`config.mk`:
```
export PLATFORM = sky130hd
export DESIGN_NAME = l2_request_arbiter_flat
export DESIGN_NICKNAME = d
export VERILOG_FILES = /design/src/rtl/l2_request_arbiter_if.sv /design/src/rtl/l2_request_arbiter.sv /design/src/flat_wrapper.sv
export SDC_FILE = /design/constraint.sdc
export NUM_CORES = 1
export LEC_CHECK = 0
export ABC_AREA = 1
export ABC_CLOCK_PERIOD_IN_PS = 1700
export BUFFER_PORTS_ARGS = -buffer_cell sky130_fd_sc_hd__buf_2
export CORE_AREA = 2 2 140 142
export CTS_CLUSTER_SIZE = 25
export DETAILED_ROUTE_END_ITERATION = 8
export DIE_AREA = 0 0 142 144
export PLACE_DENSITY_LB_ADDON = 0.05
export SYNTH_ARGS = -nofsm -noshare
export SYNTH_HDL_FRONTEND = slang
export SYNTH_SLANG_ARGS = --single-unit
```
`constraint.sdc`:
```
create_clock -name clk -period 1.7 [get_ports clk]
set_input_delay 0.425 -clock clk [delete_from_list [all_inputs] [get_ports clk]]
set_output_delay 0.425 -clock clk [all_outputs]
set_load 0.05 [all_outputs]
```
`src/rtl/l2_request_arbiter_if.sv`:
```
`default_nettype none
//==========================================================================
// l2_request_arbiter_if : L2 requester port bundle (request + write data)
// Rev 1.0
//==========================================================================
interface l2_request_arbiter_if #(
  parameter int ADDR_W  = 30,
  parameter int BURST_W = 5,
  parameter int DATA_W  = 32,
  parameter int ID_W    = 2
);
  logic               l2_valid;
  logic [ADDR_W-1:0]  l2_addr;
  logic               l2_rnw;
  logic [BURST_W-1:0] l2_len;
  logic [ID_W-1:0]    l2_id;
  logic               l2_ready;
  logic [DATA_W-1:0]  l2_wr_data;
  logic               l2_wr_valid;
  logic               l2_wr_ready;

  modport master (
    output l2_valid, l2_addr, l2_rnw, l2_len, l2_id, l2_wr_data, l2_wr_valid,
    input  l2_ready, l2_wr_ready
  );

  modport slave (
    input  l2_valid, l2_addr, l2_rnw, l2_len, l2_id, l2_wr_data, l2_wr_valid,
    output l2_ready, l2_wr_ready
  );
endinterface
`default_nettype wire

```
`src/rtl/l2_request_arbiter.sv`:
```
`default_nettype none
//==========================================================================
// l2_request_arbiter : round-robin share of one L2 port, grant locked per burst
// Rev 1.0
//==========================================================================
module l2_request_arbiter #(
  parameter int NUM_REQ = 4,
  parameter int ADDR_W  = 30,
  parameter int BURST_W = 5,
  parameter int DATA_W  = 32
) (
  input  logic                       clk,
  input  logic                       rst,
  input  logic [NUM_REQ-1:0]         req_valid_i,
  input  logic [NUM_REQ*ADDR_W-1:0]  req_addr_i,
  input  logic [NUM_REQ-1:0]         req_rnw_i,
  input  logic [NUM_REQ*BURST_W-1:0] req_len_i,
  output logic [NUM_REQ-1:0]         req_ready_o,
  input  logic [NUM_REQ*DATA_W-1:0]  wr_data_i,
  input  logic [NUM_REQ-1:0]         wr_data_valid_i,
  output logic [NUM_REQ-1:0]         wr_data_ready_o,
  l2_request_arbiter_if.master       l2,
  output logic                       busy_o
);
  localparam int ID_W = (NUM_REQ > 1) ? $clog2(NUM_REQ) : 1;

  typedef enum logic [1:0] {
    ST_IDLE  = 2'd0,
    ST_ISSUE = 2'd1,
    ST_WDATA = 2'd2
  } state_e;

  state_e             state_q, state_d;
  logic [ID_W-1:0]    grant_q, grant_d;
  logic [ID_W-1:0]    rr_ptr_q, rr_ptr_d;
  logic [BURST_W-1:0] beat_cnt_q, beat_cnt_d;

  logic [ADDR_W-1:0]  addr_arr [NUM_REQ];
  logic [BURST_W-1:0] len_arr  [NUM_REQ];
  logic [DATA_W-1:0]  data_arr [NUM_REQ];

  for (genvar g = 0; g < NUM_REQ; g++) begin : g_unpack
    assign addr_arr[g] = req_addr_i[g*ADDR_W +: ADDR_W];
    assign len_arr[g]  = req_len_i[g*BURST_W +: BURST_W];
    assign data_arr[g] = wr_data_i[g*DATA_W +: DATA_W];
  end

  logic            pick_found;
  logic [ID_W-1:0] pick_idx;
  logic [ID_W:0]   scan;
  logic [ID_W-1:0] next_ptr;
  logic            wr_hs;

  assign next_ptr = (grant_q == ID_W'(NUM_REQ - 1)) ? '0 : ID_W'(grant_q + 1'b1);
  assign wr_hs    = wr_data_valid_i[grant_q] & l2.l2_wr_ready;

  // Scan downward in distance from rr_ptr so the closest valid source wins.
  always_comb begin
    pick_found = 1'b0;
    pick_idx   = '0;
    scan       = '0;
    for (int i = NUM_REQ - 1; i >= 0; i--) begin
      scan = {1'b0, rr_ptr_q} + (ID_W+1)'(i);
      if (scan >= (ID_W+1)'(NUM_REQ)) scan = scan - (ID_W+1)'(NUM_REQ);
      if (req_valid_i[scan[ID_W-1:0]]) begin
        pick_found = 1'b1;
        pick_idx   = scan[ID_W-1:0];
      end
    end
  end

  always_comb begin
    state_d    = state_q;
    grant_d    = grant_q;
    rr_ptr_d   = rr_ptr_q;
    beat_cnt_d = beat_cnt_q;
    unique case (state_q)
      ST_IDLE: begin
        if (pick_found) begin
          grant_d = pick_idx;
          state_d = ST_ISSUE;
        end
      end
      ST_ISSUE: begin
        if (l2.l2_ready) begin
          if (req_rnw_i[grant_q]) begin
            state_d  = ST_IDLE;
            rr_ptr_d = next_ptr;
          end else begin
            state_d    = ST_WDATA;
            beat_cnt_d = len_arr[grant_q];
          end
        end
      end
      ST_WDATA: begin
        if (wr_hs) begin
          if (beat_cnt_q == '0) begin
            state_d  = ST_IDLE;
            rr_ptr_d = next_ptr;
          end else begin
            beat_cnt_d = beat_cnt_q - 1'b1;
          end
        end
      end
      default: state_d = ST_IDLE;
    endcase
  end

  // Outputs are forced low while rst is high, even before the state register clears.
  always_comb begin
    req_ready_o     = '0;
    wr_data_ready_o = '0;
    busy_o          = 1'b0;
    l2.l2_valid     = 1'b0;
    l2.l2_addr      = '0;
    l2.l2_rnw       = 1'b0;
    l2.l2_len       = '0;
    l2.l2_id        = '0;
    l2.l2_wr_valid  = 1'b0;
    l2.l2_wr_data   = '0;
    if (!rst) begin
      busy_o = (state_q != ST_IDLE);
      unique case (state_q)
        ST_ISSUE: begin
          l2.l2_valid          = 1'b1;
          l2.l2_addr           = addr_arr[grant_q];
          l2.l2_rnw            = req_rnw_i[grant_q];
          l2.l2_len            = len_arr[grant_q];
          l2.l2_id             = grant_q;
          req_ready_o[grant_q] = l2.l2_ready;
        end
        ST_WDATA: begin
          l2.l2_wr_valid           = wr_data_valid_i[grant_q];
          l2.l2_wr_data            = data_arr[grant_q];
          wr_data_ready_o[grant_q] = l2.l2_wr_ready;
        end
        default: ;
      endcase
    end
  end

  always_ff @(posedge clk) begin
    if (rst) begin
      state_q    <= ST_IDLE;
      grant_q    <= '0;
      rr_ptr_q   <= '0;
      beat_cnt_q <= '0;
    end else begin
      state_q    <= state_d;
      grant_q    <= grant_d;
      rr_ptr_q   <= rr_ptr_d;
      beat_cnt_q <= beat_cnt_d;
    end
  end

  a_hold_valid_in_issue: assert property (@(posedge clk) disable iff (rst)
    !(state_q == ST_ISSUE && !req_valid_i[grant_q]));

endmodule
`default_nettype wire
```
`src/flat_wrapper.sv`:
```
// flat-port wrapper written by rule: the top's interface ports become plain ports
module l2_request_arbiter_flat 
#(
  parameter int NUM_REQ = 4,
  parameter int ADDR_W  = 30,
  parameter int BURST_W = 5,
  parameter int DATA_W  = 32
)
  (clk, rst, req_valid_i, req_addr_i, req_rnw_i, req_len_i, req_ready_o, wr_data_i, wr_data_valid_i, wr_data_ready_o, busy_o, l2_l2_valid, l2_l2_addr, l2_l2_rnw, l2_l2_len, l2_l2_id, l2_l2_wr_data, l2_l2_wr_valid, l2_l2_ready, l2_l2_wr_ready);
  l2_request_arbiter_if #(.ADDR_W(ADDR_W), .BURST_W(BURST_W), .DATA_W(DATA_W)) l2_i ();
  input  logic clk;
  input  logic rst;
  input  logic [NUM_REQ-1:0] req_valid_i;
  input  logic [NUM_REQ*ADDR_W-1:0] req_addr_i;
  input  logic [NUM_REQ-1:0] req_rnw_i;
  input  logic [NUM_REQ*BURST_W-1:0] req_len_i;
  output logic [NUM_REQ-1:0] req_ready_o;
  input  logic [NUM_REQ*DATA_W-1:0] wr_data_i;
  input  logic [NUM_REQ-1:0] wr_data_valid_i;
  output logic [NUM_REQ-1:0] wr_data_ready_o;
  output logic busy_o;
  output wire logic [$bits(l2_i.l2_valid)-1:0] l2_l2_valid;
  output wire logic [$bits(l2_i.l2_addr)-1:0] l2_l2_addr;
  output wire logic [$bits(l2_i.l2_rnw)-1:0] l2_l2_rnw;
  output wire logic [$bits(l2_i.l2_len)-1:0] l2_l2_len;
  output wire logic [$bits(l2_i.l2_id)-1:0] l2_l2_id;
  output wire logic [$bits(l2_i.l2_wr_data)-1:0] l2_l2_wr_data;
  output wire logic [$bits(l2_i.l2_wr_valid)-1:0] l2_l2_wr_valid;
  input wire logic [$bits(l2_i.l2_ready)-1:0] l2_l2_ready;
  input wire logic [$bits(l2_i.l2_wr_ready)-1:0] l2_l2_wr_ready;
  assign l2_l2_valid = l2_i.l2_valid;
  assign l2_l2_addr = l2_i.l2_addr;
  assign l2_l2_rnw = l2_i.l2_rnw;
  assign l2_l2_len = l2_i.l2_len;
  assign l2_l2_id = l2_i.l2_id;
  assign l2_l2_wr_data = l2_i.l2_wr_data;
  assign l2_l2_wr_valid = l2_i.l2_wr_valid;
  assign l2_i.l2_ready = l2_l2_ready;
  assign l2_i.l2_wr_ready = l2_l2_wr_ready;
  l2_request_arbiter #(.NUM_REQ(NUM_REQ), .ADDR_W(ADDR_W), .BURST_W(BURST_W), .DATA_W(DATA_W)) u_core (.clk(clk), .rst(rst), .req_valid_i(req_valid_i), .req_addr_i(req_addr_i), .req_rnw_i(req_rnw_i), .req_len_i(req_len_i), .req_ready_o(req_ready_o), .wr_data_i(wr_data_i), .wr_data_valid_i(wr_data_valid_i), .wr_data_ready_o(wr_data_ready_o), .l2(l2_i), .busy_o(busy_o));
endmodule
```
==> impl_metrics.csv <==
group,metric,value,unit
global_routing,grt_max_degree,29,
critical_path,class_of_the_most_critical_setup_path,"flop to output port",
synth,synth.yosys.seq_area_share,6.492,%
power,power_switching_share,55.38,%
critical_path,timing.critical_path.from_type,"flop",
synth,synth-adder-area-share,1.844,%
sta,fmaxAchievable,494.8,MHz
synth,synth_edf_count,0,
clocking,clkLatencyLatePin,0.24,ns
synth,post_synthesis_xor_xnor_area_fraction,0,%
power,total_power,11.89,mW
power,part_of_the_power_in_registers,4.5,%
power,p_per_area,1362,nW/µm²
sta,final.setup.tns,-21.86,ns
run,max_cap_viol_count,0,
sta,postLayoutSetupSlackWorst,-0.3210,ns
sta,worst_pin_slew,0.5307,ns
floorplan,io_pins,365,
synth,synth_ff_type,"sky130_fd_sc_hd__dfxtp_1",
floorplan,initial_core_util,17.78,%
power,power_leakage,4.020,nW
power,pwr-share-comb,91.8,%
critical_path,critPathTopFamily,"buffers and inverters",
floorplan,placementRows,51,
layout,final_net_count,1445,
sta,maxSlewHeadroom,64.25,%
worst_hold_path,min_delay_path_depth,2,
layout,multi_input_comb_area,4129,µm²
critical_path,timing.critical_path.to_type,"output port",
global_routing,grt_first_pass_wirelength,31740,µm
floorplan,coreArea,19080,µm²
placed_design,numPortBuffers,364,
sta,finalMaxSlewViolations,0,
critical_path,cpMaxStageDelayCell,"sky130_fd_sc_hd__dfxtp_4",
floorplan,die_h,144,µm
critical_path,reg2reg_depth,13,
synth,synth_area_leader_cell,"sky130_fd_sc_hd__nor2_1",
placed_design,dp_slack,-0.1870,ns
synth,yosysTopAreaCellShare,30.87,%
drt,drtPass1Iterations,4,
synth,postSynthRegisterBits,11,
global_routing,globalRouteTotalUtil,19.48,%
synth,mux_share_of_post_synthesis_cell_area,0,%
sta,hold_ws,0.4814,ns
drt,dr.first_iter.drc_count,169,
synth,synth.top_cells.by_count,"sky130_fd_sc_hd__nor2_1, sky130_fd_sc_hd__o21ai_0, sky130_fd_sc_hd__nand2_1",
clocking,cts-htree-levels,1,
sta,fin_crit,2.021,ns
global_routing,vias_in_the_first_global_route,5851,
sta,finalSetupViolCount,87,
synth,synthesis.area,3392,µm²
critical_path,critPathArrivalTime,1.60,ns
drt,num_vias,6337,
clocking,cts-buffers-inserted,3,
global_routing,residual_overflow_from_global_routing,0,
placed_design,dpl.hpwl,16600,µm
clocking,cts_tree,"done",
layout,post_route_cells_drive_above_1_share,60.26,%
clocking,clk_pin_slew_worst_paths,0.05,ns
drt,vias_per_cell,4.536,
critical_path,crit_required,1.27,ns
clocking,tritoncts_num_sinks,11,
critical_path,crit_path_max_incr_delay,0.39,ns
synth,ys_async_sr_fraction,0,%
floorplan,dieArea,20450,µm²
run_status,run_status,"finished, violations left",
power,power.share.clock,3.7,%
critical_path,path_depth,8,
synth,area_fraction_in_compound_gates_after_synthesis,29.66,%
synth,postSynthCellCount,732,
global_routing,number_of_antenna_violations_at_the_first_check_in_global_routing,4,
synth,synth_most_common_cell,"sky130_fd_sc_hd__nor2_1",
synth,synth_simple_gate_area_share,50.09,%
clocking,max-clock-path-buffers,2,
drt,drt_drc_violations_left,0,
floorplan,die_w,142,µm
drt,routed_wirelength,22330,µm
synth,synthDistinctLibCells,24,
sta,min_period_over_period,118.9,%
power,net-switching-power,6.584,mW
drt,post_drt_wl_per_cell,15.99,µm
synth,largest_family_of_logic_cells_by_synthesized_area,"simple AND/OR/NAND/NOR gates",
critical_path,critPathMaxFanout,6,
synth,synthesis.area_per_instance,4.634,µm²
clocking,cts_root_buffer,"sky130_fd_sc_hd__clkbuf_16",
layout,layout-area-overhead-vs-synth,157.3,%
layout,postLayoutCoreUtil,45.75,%
sta,fin_worst_skew,0.003601,ns
synth,cells_taking_the_most_area_after_synthesis,"sky130_fd_sc_hd__nor2_1, sky130_fd_sc_hd__o21ai_0, sky130_fd_sc_hd__a21oi_1, sky130_fd_sc_hd__nand2_1, sky130_fd_sc_hd__dfxtp_1",
layout,fill_cells,2085,
layout,area.sequential,231.5,µm²
sta,rsz_0062_raised_after_global_routing,"true",
drt,ant_nets,0,
power,p_int,5.305,mW
placed_design,gp_congestion,0.8163,
power,max_vdd_drop,0.0006499,V
synth,ys_warn_count,0,
run_status,failed_checks,"negative setup slack",
critical_path,crit_path_buffers_inverters,4,
synth,synth_fp_nets,1021,
worst_hold_path,timing.hold.worst.class,"flop to flop",
critical_path,critical_path.cell_chain,"buf_12 > buf_12 > clkbuf_16 > nor2_2 > nor2_2 > o21ai_2 > a21oi_4 > buf_6",
sta,final-hold-violation-count,0,
## routing by layer
layer / vias to the layer above / part of all wire (%) / global-route usage, %
met2: 181 / 52 / 36.33
met3: 22 / 4.5 / 2.285
met5: - / 0.058 / 0
met1: 2888 / 42 / 24.09
li1: 3244 / - / -
met4: 2 / 1.2 / 3.895
## timing repair
action                     in CTS  in global routing
hold buffers                    0                  0
setup endpoints to repair      88                 90
pin swaps                      23                 48
gates cloned                    9                  5
resized for setup             304                100
setup buffers                  15                 13
## kinds of logic after synthesis
logic type      after synthesis
simple gates                425
fa+ha+maj                     5
buf+inv                      90
flops                        11
compound gates              201
## power groups by stage
stage          logic [mW]  registers [mW]  clock network (mW)
2_1_floorplan        6.18           0.476                   0
3_3_place_gp         8.47           0.542                   0
3_5_place_dp         8.43           0.544                   0
4_1_cts              10.3           0.533               0.450
5_1_grt              11.8           0.553               0.459
6_report             10.9           0.537               0.441
## path summary, 6_finish.rpt
path / startpoint / slack, ns / endpoint
setup reg to reg: u_core.grant_q[0] / -0.04 / u_core.beat_cnt_q[1]
setup / recovery: u_core.grant_q[0] / -0.32 / l2_l2_wr_data[15]
hold / removal: u_core.beat_cnt_q[1] / 0.48 / u_core.beat_cnt_q[1]
hold reg to reg: u_core.beat_cnt_q[1] / 0.48 / u_core.beat_cnt_q[1]
## through the flow
stage	instance area, µm²	instances
finish	8728	1397
global placement	6950	1354
floorplan	4424	732
CTS	8230	1380
detailed placement	6950	1354
global route	8726	1396
## layout make-up
class,count,area share (%)
inverters,37,1.878
multi-input cells,632,47.31
diodes,4,0.1147
well taps,238,3.412
flip-flops and latches,11,2.652
repair buffers,471,43.74
clock buffers,4,0.9031
## worst register-to-register path, stage by stage (launching register included)
cell                       delay [ns]
sky130_fd_sc_hd__dfxtp_4         0.37
sky130_fd_sc_hd__buf_12          0.14
sky130_fd_sc_hd__buf_12          0.13
sky130_fd_sc_hd__buf_12          0.14
sky130_fd_sc_hd__buf_8           0.14
sky130_fd_sc_hd__nand2_4         0.06
sky130_fd_sc_hd__nand3_4         0.07
sky130_fd_sc_hd__buf_6           0.12
sky130_fd_sc_hd__buf_4           0.12
sky130_fd_sc_hd__nand3_2         0.05
sky130_fd_sc_hd__nand2_1         0.05
sky130_fd_sc_hd__nand3b_1        0.14
sky130_fd_sc_hd__nand2_1         0.07
sky130_fd_sc_hd__nor2_1          0.04
## sequential cells by signal, indices dropped and copies added, names as in the netlist
register,flops
u_core.state_q,2
u_core.beat_cnt_q,5
u_core.rr_ptr_q,2
u_core.grant_q,2
## cell usage in the layout, fill, tap and decap left out, drive strengths merged, types with 5 or more instances in the layout
cell	n
a21oi	73
buf	465
clkbuf	9
dfxtp	11
ha	5
inv	35
nand2	98
nand3	33
nor2	284
o21ai	128
(Power assumes the default switching activity.)
